[src/rtl/bcd_convert_seq.sv]
// Sequential binary-to-BCD converter (shift-and-add-3), one input bit per clock.
// Optional overflow flag enabled by defining BCD_OVF_EN.
module bcd_convert_seq #(
  parameter int unsigned BIN_W  = 8,
  parameter int unsigned DIGITS = 3
) (
  input  logic                  clk,
  input  logic                  reset,
  input  logic                  start,
  input  logic [BIN_W-1:0]      bin,
  output logic                  busy,
  output logic                  done,
  output logic [4*DIGITS-1:0]   bcd
`ifdef BCD_OVF_EN
  ,
  output logic                  ovf
`endif
);

  localparam int unsigned BcdW = 4 * DIGITS;
  localparam int unsigned CntW = (BIN_W > 1) ? $clog2(BIN_W) : 1;

  typedef enum logic [1:0] {StIdle, StConv, StDone} state_e;

  state_e            state_q, state_d;
  logic [BIN_W-1:0]  shift_q;
  logic [BcdW-1:0]   digits_q;
  logic [BcdW-1:0]   digits_adj;
  logic [BcdW-1:0]   bcd_q;
  logic [CntW-1:0]   count_q;
  logic              done_q;
  logic              last_bit;

  // Add-3 correction per digit; 4-bit wrap, no carry between digits.
  always_comb begin
    digits_adj = digits_q;
    for (int i = 0; i < int'(DIGITS); i++) begin
      if (digits_q[4*i +: 4] >= 4'd5) begin
        digits_adj[4*i +: 4] = digits_q[4*i +: 4] + 4'd3;
      end
    end
  end

  assign last_bit = (count_q == CntW'(BIN_W - 1));

  always_comb begin
    state_d = state_q;
    unique case (state_q)
      StIdle: if (start)    state_d = StConv;
      StConv: if (last_bit) state_d = StDone;
      StDone:               state_d = StIdle;
      default:              state_d = StIdle;
    endcase
  end

  always_ff @(posedge clk or posedge reset) begin
    if (reset) begin
      state_q <= StIdle;
    end else begin
      state_q <= state_d;
    end
  end

  always_ff @(posedge clk or posedge reset) begin
    if (reset) begin
      shift_q  <= '0;
      digits_q <= '0;
      count_q  <= '0;
      bcd_q    <= '0;
      done_q   <= 1'b0;
    end else begin
      done_q <= (state_q == StDone);
      unique case (state_q)
        StIdle: begin
          if (start) begin
            shift_q  <= bin;
            digits_q <= '0;
            count_q  <= '0;
          end
        end
        StConv: begin
          digits_q <= {digits_adj[BcdW-2:0], shift_q[BIN_W-1]};
          shift_q  <= shift_q << 1;
          count_q  <= count_q + CntW'(1);
        end
        StDone:  bcd_q <= digits_q;
        default: ;
      endcase
    end
  end

`ifdef BCD_OVF_EN
  logic flag_q;
  logic ovf_q;

  // Sticky: any 1 leaving the top digit means the value was truncated.
  always_ff @(posedge clk or posedge reset) begin
    if (reset) begin
      flag_q <= 1'b0;
      ovf_q  <= 1'b0;
    end else begin
      unique case (state_q)
        StIdle:  if (start) flag_q <= 1'b0;
        StConv:  if (digits_adj[BcdW-1]) flag_q <= 1'b1;
        StDone:  ovf_q <= flag_q;
        default: ;
      endcase
    end
  end

  assign ovf = ovf_q;
`endif

  assign busy = (state_q != StIdle);
  assign done = done_q;
  assign bcd  = bcd_q;

endmodule

[config.mk]
export PLATFORM = sky130hd
export DESIGN_NAME = bcd_convert_seq
export DESIGN_NICKNAME = d
export VERILOG_FILES = /design/src/rtl/bcd_convert_seq.sv
export SDC_FILE = /design/constraint.sdc
export NUM_CORES = 1
export LEC_CHECK = 0
export CORE_ASPECT_RATIO = 0.7
export CORE_UTILIZATION = 34
export CTS_BUF_LIST = sky130_fd_sc_hd__clkbuf_8 sky130_fd_sc_hd__clkbuf_16
export CTS_CLUSTER_SIZE = 10
export DETAILED_ROUTE_END_ITERATION = 10
export HOLD_SLACK_MARGIN = 0.06
export PLACE_DENSITY = 0.62
export SLEW_MARGIN = 0
export SYNTH_ARGS = -nofsm -noshare
export SYNTH_HDL_FRONTEND = slang
export SYNTH_SLANG_ARGS = --single-unit
[constraint.sdc]
create_clock -name clk -period 3.13 [get_ports clk]
set_clock_uncertainty 0.1 [all_clocks]
set_input_delay 0.626 -clock clk [delete_from_list [all_inputs] [get_ports clk]]
set_output_delay 0.626 -clock clk [all_outputs]
set_load 0.1 [all_outputs]
Word-level counts from Yosys, hierarchy flattened
Cells that the tools add are included.
{"block": "word_totals", "wordCells": 35, "register_bits": 38, "out_inout_bits": 14}
{"block": "classes", "n_reduce_logical": 5, "muxes": 12, "eq_ne": 5, "magnitude_cmp": 3, "add_sub_neg": 4}
{"cell": "case mux 12 bit (2 select lines)", "n": 1}
{"cell": "case mux 8 bit (2 select lines)", "n": 1}
{"cell": ">= comparator 4 x 3 -> 1 bit, second input constant", "n": 3}
{"cell": "2-to-1 mux 12 bit", "n": 1}
{"cell": "adder 4 x 2 -> 4 bit, second input constant", "n": 2}
{"cell": "2-to-1 mux 4 bit", "n": 2}
{"cell": "2-to-1 mux 8 bit", "n": 1}
{"cell": "2-to-1 mux 3 bit", "n": 2}
{"cell": "case mux 3 bit (2 select lines)", "n": 1}
{"cell": "2-to-1 mux 2 bit", "n": 2}
{"cell": "inequality test 2 bit, second input constant", "n": 2}
{"cell": "case mux 2 bit (2 select lines)", "n": 1}
{"cell": "AND reduction 2 bit", "n": 2}
{"cell": "nonzero test 2 bit", "n": 2}
{"cell": "adder 3 x 1 -> 3 bit, second input constant", "n": 1}
{"cell": "adder 3 x 2 -> 3 bit, second input constant", "n": 1}
{"cell": "equality test 3 bit, second input constant", "n": 1}
{"cell": "equality test 2 x 1 -> 1 bit, second input constant", "n": 1}
{"cell": "equality test 2 bit, second input constant", "n": 1}
{"cell": "logical NOT 2 bit", "n": 1}

Logic depth before layout (Yosys ltp)
{"block": "logic_depth", "ltp_word": 3, "ltp_mapped": 6, "mapped_depth_nobuf": 6}

Least setup slack after synthesis
OpenSTA, ideal clock, no wires.
{"block": "synth_timing", "path_type": "register to output", "from": "register state_q[0]", "to": "output port busy", "slack_ns": 0.980, "stages_incl_launch_ff": 4, "arrival_ns": 1.424, "path_cell_list": "dfrtp_1 > buf_4 > buf_2 > or2_1"}
{"block": "synth_between", "elab_chain_len": 1}
{"element": "from (decl)", "line_no": "25", "source": "state_e state_q, state_d;"}
{"element": "from (signal assigned)", "line_no": "58", "source": "state_q <= StIdle;"}
{"element": "from (signal assigned)", "line_no": "60", "source": "state_q <= state_d;"}
{"element": "nonzero test 2 bit", "line_no": "114", "source": "assign busy = (state_q != StIdle);"}
{"element": "to (decl)", "line_no": "11", "source": "output logic busy,"}
Every way passes these cells.

Final worst setup path
Ends and elaborated chain as after synthesis.

==> out/results.tsv <==
metric	value	unit
run status	completed	
Setup TNS Final	0	ns
MaxCap Viol Count	0	
post-route worst hold slack	0.3866	ns
post-route minimum period	2.264	ns
most repeated cell in the gate-level netlist after synthesis	sky130_fd_sc_hd__dfrtp_1	
# DRC	0	
Area growth, synth to finish	19.64	%
met2 routed wirelength	1335	um
sequential fraction of the synthesis area	52.92	%
Cells after Synth	162	
Least-Margin Pin Slew	0.6795	ns
buffers added on ports	24	
number of clock sinks seen by CTS	38	
RSZ-0062 raised after global routing	false	
post-CTS setup repair buffer count	0	
first-pass GRT wire length	5520	um
PwrDens	1088	mW/mm^2
Final Instance Count excl. Fillers	256	
number of antenna repair diodes	0	
TritonCTS clock tree	done	
Resized cells post-CTS	0	
First-pass DRT Iterations	2	
WL final	3126	um
flip-flop cell with the highest count after synthesis	sky130_fd_sc_hd__dfrtp_1	
period utilisation layout	72.33	%
core area	0.004940	mm^2
biggest area contributors in the synthesized netlist	sky130_fd_sc_hd__dfrtp_1, sky130_fd_sc_hd__mux2_1, sky130_fd_sc_hd__ha_1, sky130_fd_sc_hd__o21ai_1, sky130_fd_sc_hd__nand2_1	
Highest Signal Layer	met4	
static leakage	1.012	nW
routed via count	1219	
cts-stage hold buffer count	0	
VDD IR-drop max	309.8	uV
overall overflow remaining after global route	0	
DP HPWL	2092	um
Max H-tree Level	2	
startpoint type of the worst setup path	flop	
multi-input combinational cell area	760.7	um^2
share of final-layout standard cells stronger than drive strength 1	16.58	%
post-route antenna net violation count	0	
number of nets in the layout	205	
filler instances	487	
share of flip-flops with an asynchronous set or reset	100.0	%
total of warnings raised by yosys	0	
Placed Instance Area	0.002041	mm^2
I/O Pins	25	
Clock Tree Buf Depth	2	
Mapped Nets	181	
Sequential Area	950.9	um^2
achievable frequency	441.7	MHz
WL/cell	12.21	um
Core Rows	21	
proportion of netlist area held by the largest area contributor	52.92	%
largest net degree at the start of global routing	39	
WP data arrival	1.54	ns
nature of the critical path endpoint	primary output	
Iter 0 DRT Violations	78	
area enclosed by the die boundary	0.005584	mm^2
root buf cell	sky130_fd_sc_hd__clkbuf_8	
mean number of vias per cell	4.762	
post-route met1 wirelength	1604	um
classification of the worst setup path	reg -> out	
Die Y	62.82	um
EDFF count, synth	0	
post-route cell area	0.002150	mm^2
Cell Area, Synth	0.001797	mm^2
effective utilization at floorplan	36.37	%
insertion delay to the later sink of the worst-skew pair	0.29	ns
initial antenna violation count	0	
number of synthesized register bits	38	
number of global-route vias before repair	1142	
post-synthesis area per instance	11.09	um^2
worst min-delay path class	reg -> reg	
distinct cell type count of the synthesized netlist	27	
clock-pin slew on the worst setup and hold paths	0.08	ns
clock buffers created by TritonCTS	5	
Placed Cells	248	
Commonest cells post-synth	sky130_fd_sc_hd__dfrtp_1, sky130_fd_sc_hd__nand2_1, sky130_fd_sc_hd__o21ai_1	
worst path required time	2.40	ns
detailed route wirelength on metal3	140	um
Final Max Tran Viols	0	
placer congestion estimate	0.7277	
cell accounting for the most synthesized area	sky130_fd_sc_hd__dfrtp_1	
number of hold-slack violations in the final timing report	0	
Max FO, Critical Path	21	
Max-slew headroom	54.61	%
width of the chip	88.89	um
setup violators final	0	
total global-route track usage	13.26	%
## layout by cell type (no fill, tap or decap)
master / count
sky130_fd_sc_hd__nor2_1: 1
sky130_fd_sc_hd__clkbuf_8: 5
sky130_fd_sc_hd__dfrtp_1: 38
sky130_fd_sc_hd__nor3b_1: 9
sky130_fd_sc_hd__o21ai_1: 17
sky130_fd_sc_hd__nor2b_1: 1
sky130_fd_sc_hd__nor2b_2: 1
sky130_fd_sc_hd__o21bai_4: 1
sky130_fd_sc_hd__or2_1: 1
sky130_fd_sc_hd__xnor2_1: 3
sky130_fd_sc_hd__nand2_1: 18
sky130_fd_sc_hd__a21oi_2: 3
sky130_fd_sc_hd__buf_4: 15
sky130_fd_sc_hd__mux2_1: 9
sky130_fd_sc_hd__mux2_2: 3
sky130_fd_sc_hd__o21ai_0: 2
sky130_fd_sc_hd__nand3_1: 3
sky130_fd_sc_hd__a22o_1: 6
sky130_fd_sc_hd__bufinv_16: 1
sky130_fd_sc_hd__ha_1: 8
sky130_fd_sc_hd__mux2i_1: 3
sky130_fd_sc_hd__and2_1: 1
sky130_fd_sc_hd__clkdlybuf4s50_1: 10
sky130_fd_sc_hd__inv_1: 8
sky130_fd_sc_hd__a21oi_1: 11
sky130_fd_sc_hd__clkinv_2: 2
sky130_fd_sc_hd__nor3_1: 3
sky130_fd_sc_hd__nand2b_1: 4
## registers in the layout, summed over array words and instances, names as in the netlist
| signal | count |
|---|---|
| digits_q | 12 |
| count_q | 3 |
| state_q | 2 |
| done | 1 |
| shift_q | 8 |
| bcd | 12 |
## critical path: stages (launching register included)
cell	delay, ns
sky130_fd_sc_hd__dfrtp_1	0.78
sky130_fd_sc_hd__or2_1	0.18
sky130_fd_sc_hd__buf_4	0.28
## path summary, 6_finish.rpt
kind                       slack, ns  cells past startpoint  endpoint  startpoint
max                             0.87                      2      busy  state_q[0]
min                             0.39                      1    bcd[5]      bcd[5]
max reg2reg                     1.24                      2   bcd[10]  state_q[0]
min reg2reg                     0.39                      1    bcd[5]      bcd[5]
max in group asynchronous       1.94                      3    bcd[9]       reset
min in group asynchronous       0.64                      3    bcd[0]       reset
## layout make-up
type	instances	area share, %
repair buffers	25	9.895
well taps	69	4.016
multi-input cells	108	35.39
clock buffers	5	3.201
clock inverters	3	1.863
inverters	8	1.397
flip-flops and latches	38	44.24
## logic make-up after synthesis
logic type / share of synthesized area, %
flip-flops: 52.92
XOR/XNOR: 1.463
AND/OR/NAND/NOR: 12.33
AO/OA/AOI/OAI: 13.79
adder cells (fa/ha/maj): 5.571
multiplexers: 9.192
buffers and inverters: 4.735
## layer usage
metal	GRT usage [%]	vias up
met5	0	-
met3	5.945	6
met1	18.34	588
met4	4.839	0
met2	17.98	16
li1	-	609
## where the power goes
part / total [W] / internal (W) / switching, W / leakage, nW
combinational: 0.00108 / 0.000373 / 0.000705 / 0.458
clock: 0.000414 / 0.000235 / 0.000179 / 0.0579
sequential: 0.000847 / 0.000673 / 0.000173 / 0.495
total: 0.00234 / 0.00128 / 0.00106 / 1.01
## per-stage QoR
step	worst slack (ns)	total power [W]	util, %
after global placement	1.164	0.001926	41.31
after CTS	0.8540	0.002366	43.52
after detailed placement	1.151	0.001948	41.31
after global routing	0.7406	0.002510	43.52
after floorplan	0.9799	0.001740	-
final	0.8661	0.002338	43.52
Note: power is estimated with default switching activity, not from simulation.
